## config.mk

```make
export PLATFORM = sky130hd
export DESIGN_NAME = fetch_predict_unit
export DESIGN_NICKNAME = d
export VERILOG_FILES = /design/src/rtl/fetch_predict_unit.sv
export SDC_FILE = /design/constraint.sdc
export NUM_CORES = 2
export LEC_CHECK = 0
export CAP_MARGIN = 5
export CELL_PAD_IN_SITES_DETAIL_PLACEMENT = 0
export CELL_PAD_IN_SITES_GLOBAL_PLACEMENT = 1
export CORE_ASPECT_RATIO = 0.8
export CORE_MARGIN = 2
export CORE_UTILIZATION = 54
export DETAILED_ROUTE_END_ITERATION = 10
export DONT_BUFFER_PORTS = 1
export GPL_TIMING_DRIVEN = 0
export PLACE_DENSITY_LB_ADDON = 0.08
export SLEW_MARGIN = 25
export SYNTH_ARGS = -nofsm -noshare
export SYNTH_HDL_FRONTEND = slang
export SYNTH_SLANG_ARGS = --single-unit
```

## constraint.sdc

```tcl
create_clock -name clk -period 4.1 [get_ports clk]
set_clock_uncertainty 0.1 [all_clocks]
set_input_delay 0.205 -clock clk [delete_from_list [all_inputs] [get_ports clk]]
set_output_delay 0.205 -clock clk [all_outputs]
set_load 0.005 [all_outputs]
```

## src/rtl/fetch_predict_unit.sv

```systemverilog
// Instruction-fetch stage: PC register, BTB + 2-bit bimodal BHT next-PC prediction,
// and EX-side branch resolution that trains the predictor and redirects on a wrong direction.
module fetch_predict_unit #(
  parameter logic [31:0] RESET_PC = 32'h0000_0000,
  parameter int unsigned IDX_W    = 4
) (
  input  logic        clk,
  input  logic        rst_n,
  input  logic        stallF,
  output logic [31:0] imem_addr,
  input  logic [31:0] imem_rdata,
  output logic [31:0] pc_F,
  output logic [31:0] pc4_F,
  output logic [31:0] instr_F,
  output logic        takenF,
  input  logic        resolve_valid_E,
  input  logic [31:0] resolve_pc_E,
  input  logic        resolve_taken_E,
  input  logic [31:0] resolve_target_E,
  input  logic        resolve_pred_E,
  output logic        mispredict_E
);

  localparam int unsigned Depth = 2 ** IDX_W;
  localparam int unsigned TagW  = 30 - IDX_W;

  logic [31:0]      pc_q, pc_d;
  logic             btb_valid_q  [Depth];
  logic [TagW-1:0]  btb_tag_q    [Depth];
  logic [31:0]      btb_target_q [Depth];
  logic [1:0]       bht_q        [Depth];

  logic [IDX_W-1:0] fetch_idx, res_idx;
  logic [TagW-1:0]  fetch_tag, res_tag;
  logic             btb_hit;
  logic [1:0]       bht_cur, bht_next;

  assign fetch_idx = pc_q[IDX_W+1:2];
  assign fetch_tag = pc_q[31:IDX_W+2];
  assign res_idx   = resolve_pc_E[IDX_W+1:2];
  assign res_tag   = resolve_pc_E[31:IDX_W+2];

  assign pc_F      = pc_q;
  assign pc4_F     = pc_q + 32'd4;
  assign imem_addr = pc_q;
  assign instr_F   = imem_rdata;

  // Lookup reads the registered arrays, so a same-cycle update is seen only next cycle.
  assign btb_hit      = btb_valid_q[fetch_idx] && (btb_tag_q[fetch_idx] == fetch_tag);
  assign takenF       = btb_hit && bht_q[fetch_idx][1];
  assign mispredict_E = resolve_valid_E && (resolve_taken_E != resolve_pred_E);

  always_comb begin
    pc_d = pc4_F;
    if (mispredict_E) begin
      pc_d = resolve_taken_E ? resolve_target_E : (resolve_pc_E + 32'd4);
    end else if (stallF) begin
      pc_d = pc_q;
    end else if (takenF) begin
      pc_d = btb_target_q[fetch_idx];
    end
  end

  always_comb begin
    bht_cur  = bht_q[res_idx];
    bht_next = bht_cur;
    if (resolve_taken_E) begin
      if (bht_cur != 2'b11) bht_next = bht_cur + 2'b01;
    end else begin
      if (bht_cur != 2'b00) bht_next = bht_cur - 2'b01;
    end
  end

  always_ff @(posedge clk or negedge rst_n) begin
    if (!rst_n) begin
      pc_q <= RESET_PC;
    end else begin
      pc_q <= pc_d;
    end
  end

  // Training ignores stallF: the resolving instruction is already in EX.
  always_ff @(posedge clk or negedge rst_n) begin
    if (!rst_n) begin
      for (int unsigned i = 0; i < Depth; i++) begin
        btb_valid_q[i]  <= 1'b0;
        btb_tag_q[i]    <= '0;
        btb_target_q[i] <= '0;
        bht_q[i]        <= 2'b01;
      end
    end else if (resolve_valid_E) begin
      bht_q[res_idx] <= bht_next;
      if (resolve_taken_E) begin
        btb_valid_q[res_idx]  <= 1'b1;
        btb_tag_q[res_idx]    <= res_tag;
        btb_target_q[res_idx] <= resolve_target_E;
      end
    end
  end

endmodule

```

# After elaboration in Yosys (flattened, before gate mapping)
# Index checks and enable logic that the tools add are counted.
[word_totals]
reg_bits = 1008
out_inout_bits = 130
wordCells = 118
[classes]
add_sub_neg = 4
magnitude_cmp = 3
n_eq_ne = 4
muxes = 33
bitwise_logic = 3
n_reduce_logical = 6
[op_table]
columns = ["operator", "count"]
rows = [
  ["512-bit bitwise mux", 1],
  ["416-bit bitwise mux", 1],
  ["32-bit two-way mux", 7],
  ["32-bit binary-select mux with 4-bit select", 1],
  ["32-bit demux with 4-bit select", 1],
  ["26-bit binary-select mux with 4-bit select", 1],
  ["26-bit demux with 4-bit select", 1],
  ["26-bit two-way mux", 3],
  ["32-bit by 3-bit adder with 32-bit output, second input constant", 2],
  ["32-bit bitwise mux", 1],
  ["26-bit == test", 1],
  ["2-bit binary-select mux with 4-bit select", 2],
  ["2-bit two-way mux", 8],
  ["16-bit OR", 1],
  ["5-bit >= comparator, second input constant", 2],
  ["4-bit NOT with 5-bit output", 2],
  ["2-bit demux with 4-bit select", 1],
  ["5-bit by 1-bit less-than comparator with 1-bit output, second input constant", 1],
  ["1-bit binary-select mux with 4-bit select", 1],
  ["1-bit demux with 4-bit select", 1],
  ["1-bit logical AND", 4],
  ["1-bit two-way mux", 3],
  ["2-bit by 1-bit adder with 2-bit output, second input constant", 1],
  ["2-bit by 1-bit inequality test with 1-bit output, second input constant", 1],
  ["other kinds (5)", 5],
]

# Logic depth before layout (Yosys ltp)
[depth]
depth_word = 10
depth_mapped = 15
mapped_depth_nobuf = 10

# Worst setup path after synthesis
# No wires, ideal clock.
[synth_path]
path_type = "register to register"
startpoint = "register pc_q[2], in the netlist imem_addr[2]"
endpoint = "register pc_q[0], in the netlist imem_addr[0]"
arrival_time_ps = 2979
t_required_ps = 3857
setup_slack_ps = 878
stages_incl_launch_ff = 11
path_buffers = 6
period_less_slack_ps = 3222
cell_sequence = "dfrtp_1 -> buf_6 -> buf_6 -> buf_4 -> buf_2 -> buf_2 -> buf_2 -> mux4_2 -> mux4_2 -> a31oi_1 -> a22oi_1"
[synth_via]
elab_chain_cells = 10
elab_cells_between_ends = 19
[synth_rtl]
columns = ["element", "line", "text"]
rows = [
  ["start: declaration", "27", "logic [31:0] pc_q, pc_d;"],
  ["start signal: assignment", "78", "pc_q <= pc_d;"],
  ["4-bit NOT with 5-bit output (implied by the code) (*)", "49, 50, 60", ""],
  ["26-bit binary-select mux with 4-bit select", "49", "assign btb_hit = btb_valid_q[fetch_idx] && (btb_tag_q[fetch_idx] == fetch_tag);"],
  ["26-bit two-way mux (implied by the code) (2 in a row)", "49", ""],
  ["26-bit == test", "49", ""],
  ["1-bit logical AND", "49", ""],
  ["1-bit logical AND", "50", "assign takenF = btb_hit && bht_q[fetch_idx][1];"],
  ["32-bit two-way mux (*)", "59", "end else if (takenF) begin"],
  ["32-bit two-way mux (*)", "57", "end else if (stallF) begin"],
  ["32-bit two-way mux (*)", "55", "if (mispredict_E) begin"],
]
# Every way passes the cells marked *; elsewhere a longest branch is shown, timed or not. The select of a mux whose other input is x is not followed.
# A chain may end at the register's enable or synchronous reset.

# Worst setup path in the final report
[layout_path]
startpoint = "register pc_q[4], in the netlist imem_addr[4]"
endpoint = "output takenF"
[layout_via]
elab_chain_cells = 7
elab_cells_between_ends = 13
[layout_rtl]
columns = ["element", "line", "text"]
rows = [
  ["4-bit NOT with 5-bit output (implied by the code) (*)", "49, 50", ""],
  ["26-bit binary-select mux with 4-bit select", "49", ""],
  ["26-bit two-way mux (implied by the code) (2 in a row)", "49", ""],
  ["26-bit == test", "49", ""],
  ["1-bit logical AND", "49", ""],
  ["1-bit logical AND (*)", "50", ""],
  ["end: declaration", "15", "output logic takenF,"],
]
# Marks and branches as above.

==> summary.md <==
| Metric | Value |
|---|---|
| DR iter-0 viols | `3,676` |
| Global Route Usage Sum | `38.49%` |
| CP required | `3.80 ns` |
| YS warnings | `0` |
| Setup-failing EPs final | `5` |
| Critical Path AT | `3.95 ns` |
| Crit path max fanout | `10` |
| Placed inst area | `0.05011 mm²` |
| Maxcap violations | `0` |
| Hpwl dp | `123,400 µm` |
| Maximum VDD drop | `404.3 µV` |
| Largest net degree at the start of global routing | `1,009` |
| Io pins | `232` |
| DP Worst Slack | `-1.717 ns` |
| DRC Markers | `0` |
| Worst-Margin Slew | `1.243 ns` |
| Vias | `31.87k` |
| Total grt overflow | `0` |
| Die Y | `272.1 µm` |
| Max-slew violations | `0` |
| Wl on met1 | `75,400 µm` |
| Die width | `339.1 µm` |
| Synth Area per Inst | `14.64 µm²` |
| Total CTS buffers | `102` |
| CP startpoint kind | `flip-flop` |
| Rel. slew slack | `16.83%` |
| Initial Util | `54.42%` |
| Drt wl/cell | `36.80 µm` |
| Htree depth | `3` |
| DR vias/cell | `6.645` |
| Post-synthesis register bit count | `1,008` |
| Clock-pin slew on the worst setup and hold paths | `0.06 ns` |
| Yosys cell types | `77` |
| Tcrit/Tclk final | `103.7%` |
| Crit Path Class | `reg2out` |
| Wire length on met2 | `74,130 µm` |
| Root Buffer | `clkbuf_16` |
| Num rows | `98` |
| Final WL | `176,500 µm` |
| Met3 WL | `20,290 µm` |
| Final Hold Fails | `8` |
| Worst-Skew Late Latency | `0.70 ns` |
| First-pass GRT wire length | `249,800 µm` |
| Peak Freq | `0.2352 GHz` |
| Clock sinks | `1,008` |
| Initial antenna violation count | `17` |
| Die area | `0.09227 mm²` |
| Proportion of layout cells with a drive suffix above 1 | `48.23%` |
| WHS | `-0.01153 ns` |
| Ys async rst share | `100.0%` |
| Setup WS post-layout | `-0.1520 ns` |
| Synth Net Count | `3,420` |
| Failing checks | `hold timing, setup timing` |
| Tmin final | `4.252 ns` |
| Status | `complete, but fails checks` |
| Layout area overhead | `14.19%` |
| Highest metal used | `met5` |
| Port Buffers | `0` |
| Leak Pwr | `23.85 nW` |
| Netlist Area Pre-Place | `0.04851 mm²` |
| Final net count | `3,607` |
| Sequential area share after synthesis | `52.04%` |
| Min-delay worst type | `in2async` |
| RSZ-0062 raised after global routing | `true` |
| Gpl congestion | `0.9813` |
| Post-synth EDFFs | `0` |
| Finished Cell Area | `0.05539 mm²` |
| Most used DFF post-synth | `dfrtp_1` |
| CTS tree | `done` |
| Power Density | `597.2 mW/mm²` |
| Critical Path End Type | `output port` |
| Core ar. | `0.08914 mm²` |
| Final antenna-violating net count | `0` |
| Vias in the first global route | `33.18k` |
| CTS Buffer Depth | `3` |
| Post-synthesis cell count | `3,313` |
| Drt pass-1 iters | `6` |
[per-stage QoR]
stage               cells   TNS, ns  power (mW)  util [%]
floorplan            3313         0       18.83         -
detailed placement   4516    -60.21       22.33     56.21
global placement     4513    -97.84       21.90     56.10
CTS                  4772  -0.07470       32.56     61.69
finish               4796   -0.2506       33.08     62.14
global route         4786   -0.2860       34.09     62.11
[worst max-delay path, cell delays in order (launching register included)]
cell and delay [ns]:
dfrtp_4 0.59, buf_12 0.19, buf_8 0.20, buf_6 0.26, mux4_2 0.36, o21ai_1 0.49
o2111a_1 0.25, o22ai_1 0.13, nor3_4 0.32, nand3_4 0.18, clkinv_8 0.09, buf_12 0.15
[flip-flops by register name (all words and copies together) (netlist names)]
name,flops
bht_q,32
btb_target_q,512
btb_valid_q,16
btb_tag_q,416
imem_addr,32
[final timing paths]
check                      cells after the start             start                end  slack (ns)
min                                            2             rst_n     btb_tag_q[177]       -0.01
max in group asynchronous                      5             rst_n  btb_target_q[485]        1.00
min in group clk                               7  resolve_pc_E[13]      imem_addr[14]        0.06
max                                           11      imem_addr[4]             takenF       -0.15
min reg2reg                                    1    btb_valid_q[6]     btb_valid_q[6]        0.36
max reg2reg                                   14      imem_addr[4]       imem_addr[5]       -0.05
[final cells by class]
cell class / instances / area [µm²]
Buffer: 377 / 2351
Inverter: 19 / 91.34
Fill cell: 6683 / 33750
Clock buffer: 159 / 3078
Antenna cell: 11 / 27.53
Clock inverter: 30 / 370.4
Tap cell: 1200 / 1501
Multi-Input combinational cell: 1908 / 21810
Timing Repair Buffer: 84 / 914.6
Sequential cell: 1008 / 25250
[power by group]
group	switching [mW]	leakage [nW]	internal [mW]	total, mW
Combinational	5.41	9.36	4.76	10.2
Sequential	1.27	12.8	12.0	13.3
Clock	4.09	1.70	5.55	9.64
Total	10.8	23.8	22.3	33.1
[routing by layer]
metal / GRT usage [%] / vias up
met4: 13.37 / 10
met3: 12.23 / 350
li1: - / 12558
met1: 56.77 / 17323
met2: 53.89 / 1628
met5: 0 / -
[cells in the final DEF, fill, tap and decap left out, types with 19 or more instances in the layout]
cell type and n:
dfrtp_1 988, mux2_2 983, mux4_2 256, clkbuf_1 219
buf_4 104, clkbuf_16 103, mux2i_1 80, nor2_1 70
nand2_1 51, nand3_1 47, dlygate4sd3_1 43, a21oi_1 36
nor3_1 33, xor2_1 31, clkbuf_8 29, xnor2_1 28
clkbuf_2 26, or2_2 19
[timing repair]
item / 4_1_cts / 5_1_grt
resized for setup: 210 / 35
buffers inserted: 26 / 5
endpoints found under the setup margin: 60 / 33
pin swaps: 15 / 9
hold buffers: 42 / 2
hold endpoints to repair: 1591 / 486
[cells in the mapped netlist, drive strengths merged (35+ instances only)]
| cell type | n | area share [%] |
|---|---|---|
| xor2 | 36 | 0.65 |
| mux2i | 91 | 1.9 |
| nand3 | 49 | 0.52 |
| nor3 | 35 | 0.37 |
| nor2 | 84 | 0.65 |
| dfrtp | 992 | 51 |
| nand2 | 52 | 0.40 |
| mux2 | 986 | 23 |
| buf | 153 | 2.1 |
| clkbuf | 225 | 1.7 |
| a21oi | 36 | 0.37 |
| mux4 | 256 | 12 |
[cells by family after synthesis]
kind of cell / after synthesis / synth area share, %
AO/OA/AOI/OAI: 182 / 2.703
XOR/XNOR: 68 / 1.228
adder cells (fa/ha/maj): 7 / 0.1702
buffers and inverters: 397 / 3.946
flip-flops: 1008 / 52.04
multiplexers: 1333 / 36.65
AND/OR/NAND/NOR: 318 / 3.265
No activity file was read; power rests on OpenSTA's default activity.
